`src/rtl/Defines.sv`:
```
// Shared fixed-point, address and activation types for the inference datapath.
package Defines;

  typedef logic [15:0]        IntResAddr_t;
  typedef logic [15:0]        ParamAddr_t;
  typedef logic [9:0]         VectorLen_t;
  typedef logic signed [23:0] CompFx_t;

  typedef enum logic [1:0] {
    NO_ACTIVATION    = 2'd0,
    RELU_ACTIVATION  = 2'd1,
    SWISH_ACTIVATION = 2'd2
  } Activation_t;

endpackage

```
`src/rtl/dense_layer_sequencer.sv`:
```
// Walks the shared MAC unit through one dense layer, one output row per job,
// and writes each row result back to intermediate-result memory.
module dense_layer_sequencer
  import Defines::*;
#(
  parameter int unsigned MAX_ROWS = 64
) (
  input  logic                           clk,
  input  logic                           rst_n,
  input  logic                           start,
  input  IntResAddr_t                    cfg_in_addr,
  input  ParamAddr_t                     cfg_kernel_addr,
  input  ParamAddr_t                     cfg_bias_addr,
  input  IntResAddr_t                    cfg_out_addr,
  input  VectorLen_t                     cfg_len,
  input  logic [$clog2(MAX_ROWS+1)-1:0]  cfg_num_rows,
  input  Activation_t                    cfg_act,
  output logic                           busy,
  output logic                           done,
  output logic                           mac_start,
  output IntResAddr_t                    mac_in_addr,
  output ParamAddr_t                     mac_kernel_addr,
  output ParamAddr_t                     mac_bias_addr,
  output VectorLen_t                     mac_len,
  output Activation_t                    mac_act,
  input  logic                           mac_done,
  input  CompFx_t                        mac_result,
  output logic                           wr_en,
  output IntResAddr_t                    wr_addr,
  output CompFx_t                        wr_data,
  input  logic                           wr_ready
);

  localparam int unsigned RowW = $clog2(MAX_ROWS + 1);

  typedef enum logic [2:0] {StIdle, StIssue, StWait, StWrite, StFinish} state_e;

  state_e          state_q, state_d;
  logic [RowW-1:0] row_q, num_rows_q, row_inc;
  IntResAddr_t     in_addr_q, out_row_q, wr_addr_q;
  ParamAddr_t      kernel_addr_q, bias_addr_q;
  VectorLen_t      len_q;
  Activation_t     act_q;
  CompFx_t         wr_data_q;

  assign row_inc = row_q + 1'b1;

  always_ff @(posedge clk or negedge rst_n) begin
    if (!rst_n) begin
      state_q       <= StIdle;
      row_q         <= '0;
      num_rows_q    <= '0;
      in_addr_q     <= '0;
      out_row_q     <= '0;
      wr_addr_q     <= '0;
      kernel_addr_q <= '0;
      bias_addr_q   <= '0;
      len_q         <= '0;
      act_q         <= NO_ACTIVATION;
      wr_data_q     <= '0;
    end else begin
      state_q <= state_d;
      unique case (state_q)
        StIdle: begin
          if (start) begin
            row_q         <= '0;
            num_rows_q    <= cfg_num_rows;
            in_addr_q     <= cfg_in_addr;
            out_row_q     <= cfg_out_addr;
            kernel_addr_q <= cfg_kernel_addr;
            bias_addr_q   <= cfg_bias_addr;
            len_q         <= cfg_len;
            act_q         <= cfg_act;
          end
        end
        StWait: begin
          if (mac_done) begin
            wr_data_q <= mac_result;
            wr_addr_q <= out_row_q;
          end
        end
        StWrite: begin
          // Row addresses advance by accumulation; the kernel stride wraps with the address width.
          if (wr_ready) begin
            row_q         <= row_inc;
            kernel_addr_q <= kernel_addr_q + ParamAddr_t'(len_q);
            bias_addr_q   <= bias_addr_q + 1'b1;
            out_row_q     <= out_row_q + 1'b1;
          end
        end
        default: ;
      endcase
    end
  end

  always_comb begin
    state_d   = state_q;
    busy      = 1'b0;
    done      = 1'b0;
    mac_start = 1'b0;
    wr_en     = 1'b0;
    unique case (state_q)
      StIdle: begin
        if (start) state_d = (cfg_num_rows == '0) ? StFinish : StIssue;
      end
      StIssue: begin
        busy      = 1'b1;
        mac_start = 1'b1;
        state_d   = StWait;
      end
      StWait: begin
        busy = 1'b1;
        if (mac_done) state_d = StWrite;
      end
      StWrite: begin
        busy  = 1'b1;
        wr_en = 1'b1;
        if (wr_ready) state_d = (row_inc == num_rows_q) ? StFinish : StIssue;
      end
      StFinish: begin
        done    = 1'b1;
        state_d = StIdle;
      end
      default: state_d = StIdle;
    endcase
  end

  assign mac_in_addr     = in_addr_q;
  assign mac_kernel_addr = kernel_addr_q;
  assign mac_bias_addr   = bias_addr_q;
  assign mac_len         = len_q;
  assign mac_act         = act_q;
  assign wr_addr         = wr_addr_q;
  assign wr_data         = wr_data_q;

endmodule

```
`config.mk`:
```
export PLATFORM = sky130hd
export DESIGN_NAME = dense_layer_sequencer
export DESIGN_NICKNAME = d
export VERILOG_FILES = /design/src/rtl/Defines.sv /design/src/rtl/dense_layer_sequencer.sv
export SDC_FILE = /design/constraint.sdc
export NUM_CORES = 1
export LEC_CHECK = 0
export BUFFER_PORTS_ARGS = -buffer_cell sky130_fd_sc_hd__buf_2
export CAP_MARGIN = 20
export CORE_MARGIN = 4
export CORE_UTILIZATION = 51
export DETAILED_ROUTE_END_ITERATION = 6
export PLACE_DENSITY = 0.8
export SYNTH_ARGS = -nofsm -noshare
export SYNTH_HDL_FRONTEND = slang
export SYNTH_SLANG_ARGS = --single-unit
```
`constraint.sdc`:
```
create_clock -name clk -period 2.75 [get_ports clk]
set_clock_uncertainty 0.05 [all_clocks]
set_input_delay 0.1375 -clock clk [delete_from_list [all_inputs] [get_ports clk]]
set_output_delay 0.1375 -clock clk [all_outputs]
set_load 0.005 [all_outputs]
```
==> results.md <==
- Clock Tree Buf Depth: 2
- H-tree depth: 4
- Initial Utilization: between 50% and 60%
- Final hold vios: 0
- Total wire length: ~20000 um
- Proportion of layout cells with a drive suffix above 1: about 37%
- EDFF count, synth: 0
- Post-Syn Area: 6710 um2
- Clock transition at path regs: ~60 ps
- Syn Area/Cell: approximately 11 um2
- Ports: around 220
- Multi-input logic area: 3115 um2
- Post-place instance area: approximately 7900 um2
- Syn. warnings: 0
- Worst min-delay path category: input port to register
- # nets final: 1067
- Post-CTS Setup Repair Bufs: 0
- Post-Place Setup Slack: 362.5 ps
- Critical setup path kind: register to register
- CTS Buf Count: 17
- Num rows: between 40 and 50
- Launch point of the worst path: mac_kernel_addr[0]$_DFFE_PN0P_
- Pwr dens: about 1200 nW/um2
- Setup TNS: 0 ps
- Peak supply drop: just over 0.0007 V
- Setup-failing EPs final: 0
- Total number of vias: roughly 6300
- LEAKAGE: 4.349 nW
- Yosys reg bits: around 130
- Largest net degree at the start of global routing: 70
- GRT Overall Usage: 27.58%
- GRT met2 Usage: a little under half
- Startpoint Class: register
- Clock Latency Late Sink: ~420 ps
- DRT iter0 DRCs: approximately 530
- Final instance area: around 9500 um2
- Area grow syn2layout: 41.26%
- Reg area: 3328 um2
- Fin crit share: 88.98%
- Ys flop type: dfrtp_1
- Die H: 122.7 um
- Die width: roughly 120 um
- ANT nets after route: 0
- Setup slack after layout: 303.0 ps
- Detailed placement HPWL: between 10000 and 15000 um
- Max Fclk: approximately 410 MHz
- CP Max Fanout: 5
- Port Buffers: between 200 and 250
- Critical Path RT: about 3000 ps
- GR Layer Usage met3: roughly 8.3%
- Syn Inst Count: between 600 and 700
- Vias in the first global route: between 6000 and 7000
- Worst Tran Pin Value: slightly below 900 ps
- Clock Tree Root: clkbuf_16
- Global-route wire length before repair: approximately 32000 um
- Status: finished clean
- Grt peak-use layer: met2
- Fill cells: ~840
- Grt met1 use: roughly a third
- CTS Sinks: approximately 130
- Initial antenna violation count: 1
- Final slew viol count: 0
- Max_cap viols: 0
- Rel. slew slack: approximately 42%
- Syn nets: 760
- Global route total overflow: 0
- CTS tree: yes
- Die area: between 15000 and 20000 um2
- Residual DRC: 0
- RSZ-0062 raised after global routing: no
- Asr flop ratio synth: 100.0%
- Seq/Total Area, Yosys: 49.60%
- Drt first pass iters: 5
- CP Capture Type: register
- Wire per inst: 18.08 um
- Placer Congestion: about 0.90
- Drt via density: around 5.6
- Crit path DAT: between 2000 and 3000 ps
- Synth cell types: 65
- HP Start: cfg_out_addr[13]
- Tmin final: ~2400 ps
- Reg-to-Reg Start: mac_kernel_addr[0]$_DFFE_PN0P_
- Core area: about 13000 um2
worst paths after layout:
kind                                                    to  slack, ps  depth (start not counted)
setup / recovery           mac_kernel_addr[14]$_DFFE_PN0P_        300                          9
hold reg to reg                     wr_addr[4]$_DFFE_PN0P_        450                          1
max in group asynchronous       mac_in_addr[0]$_DFFE_PN0P_       1610                          3
hold / removal                   out_row_q[13]$_DFFE_PN0P_         30                          3
setup reg to reg           mac_kernel_addr[14]$_DFFE_PN0P_        300                          9
min in group asynchronous          wr_data[17]$_DFFE_PN0P_        300                          2
metal layers:
| layer | vias up | part of all wire (%) |
|---|---|---|
| li1 | 2924 | - |
| met1 | 3018 | 40 |
| met2 | 280 | 49 |
| met3 | 32 | 8.6 |
| met4 | 0 | 1.7 |
| met5 | - | 0 |
power by group:
part / leakage [nW] / switching [mW] / internal [mW]
clock: 0.296 / 0.880 / 1.44
combinational: 2.49 / 2.75 / 2.48
sequential: 1.57 / 0.868 / 2.93
logic make-up (layout without fill, tap and decap cells):
logic type      after synthesis  count (layout)  synth area share, %
simple gates                174             174                13.07
compound gates              169             169                15.18
flops                       133             133                49.60
mux                          79              79                13.16
buf+inv                      48             367                4.046
xor+xnor                     17              17                2.219
fa+ha+maj                    14              14                2.722
other cells                   0               1                    0
timing repair:
action	4_1_cts	5_1_grt
hold endpoints to repair	165	0
resized for setup	0	0
hold buffers	99	0
flip-flops by register name, summed over array words and instances, names as in the netlist:
| signal | cells |
|---|---|
| mac_act | 2 |
| mac_len | 10 |
| mac_in_addr | 16 |
| num_rows_q | 7 |
| wr_data | 24 |
| state_q | 3 |
| wr_addr | 16 |
| mac_bias_addr | 16 |
| mac_kernel_addr | 16 |
| row_q | 7 |
| out_row_q | 16 |
layout by cell type, fill, tap and decap left out, drive strengths merged, types with 8 or more instances in the layout:
cell type	synthesis	final
a21oi	60	60
and3	11	11
buf	25	225
clkbuf	11	18
clkinv	0	8
dfrtp	133	133
dlygate4sd3	0	99
ha	13	13
inv	12	13
mux2	74	74
nand2	52	52
nand3	23	23
nor2	44	44
nor3	12	12
o21ai	48	48
o22ai	12	12
xnor2	11	11
area by class of cell:
cell class / instances / area share [%]
Sequential cell: 133 / 35.11
Multi-Input combinational cell: 453 / 32.87
Timing Repair Buffer: 324 / 22.93
Clock buffer: 18 / 4.633
Tap cell: 172 / 2.270
Clock inverter: 13 / 1.663
Inverter: 12 / 0.5016
Antenna cell: 1 / 0.02640
stage by stage:
stage | cells | util, % | hold slack (ps) | power, mW
6_report | 1126 | 74.21 | 34.73 | 11.35
5_1_grt | 1126 | 74.21 | 40.88 | 12.13
4_1_cts | 1125 | 74.19 | 1.798 | 11.19
3_5_place_dp | 995 | 61.76 | 133.8 | 8.722
3_3_place_gp | 995 | 61.76 | 132.0 | 8.566
2_1_floorplan | 634 | - | -208.1 | 7.117
synthesized netlist by cell type, types with 3 or more instances:
library cell | count | area share (%)
nand2b_1 | 4 | 0.37
o22ai_1 | 12 | 1.1
inv_1 | 11 | 0.62
and3_1 | 9 | 0.84
a21o_1 | 4 | 0.45
o211ai_1 | 4 | 0.45
ha_1 | 13 | 2.4
nor4_1 | 4 | 0.37
a21oi_1 | 59 | 4.4
nand3_1 | 21 | 1.6
buf_2 | 14 | 1.0
o21ai_0 | 46 | 3.4
a221o_1 | 3 | 0.45
buf_4 | 3 | 0.34
mux2_2 | 74 | 12
nor3_1 | 10 | 0.75
dfrtp_1 | 133 | 50
xor2_1 | 6 | 0.78
and2_1 | 3 | 0.28
nor2b_1 | 3 | 0.28
buf_6 | 8 | 1.3
a2bb2oi_1 | 5 | 0.65
a22oi_1 | 3 | 0.34
nand4_1 | 6 | 0.56
a211oi_1 | 5 | 0.56
nor2_1 | 42 | 2.3
mux2i_1 | 5 | 0.75
nand2_1 | 50 | 2.8
a31oi_1 | 6 | 0.56
clkbuf_1 | 11 | 0.62
xnor2_1 | 11 | 1.4
o31ai_1 | 4 | 0.45
worst max-delay path: stages (launching register included):
cell      delay [ps]
dfrtp_1          370
ha_1             220
inv_1             70
fa_1             400
nand2b_1         180
a21oi_1          180
o211a_1          260
o311ai_1         120
a21o_1           200
a221o_1          280
Power figures use the tool's default switching activity.
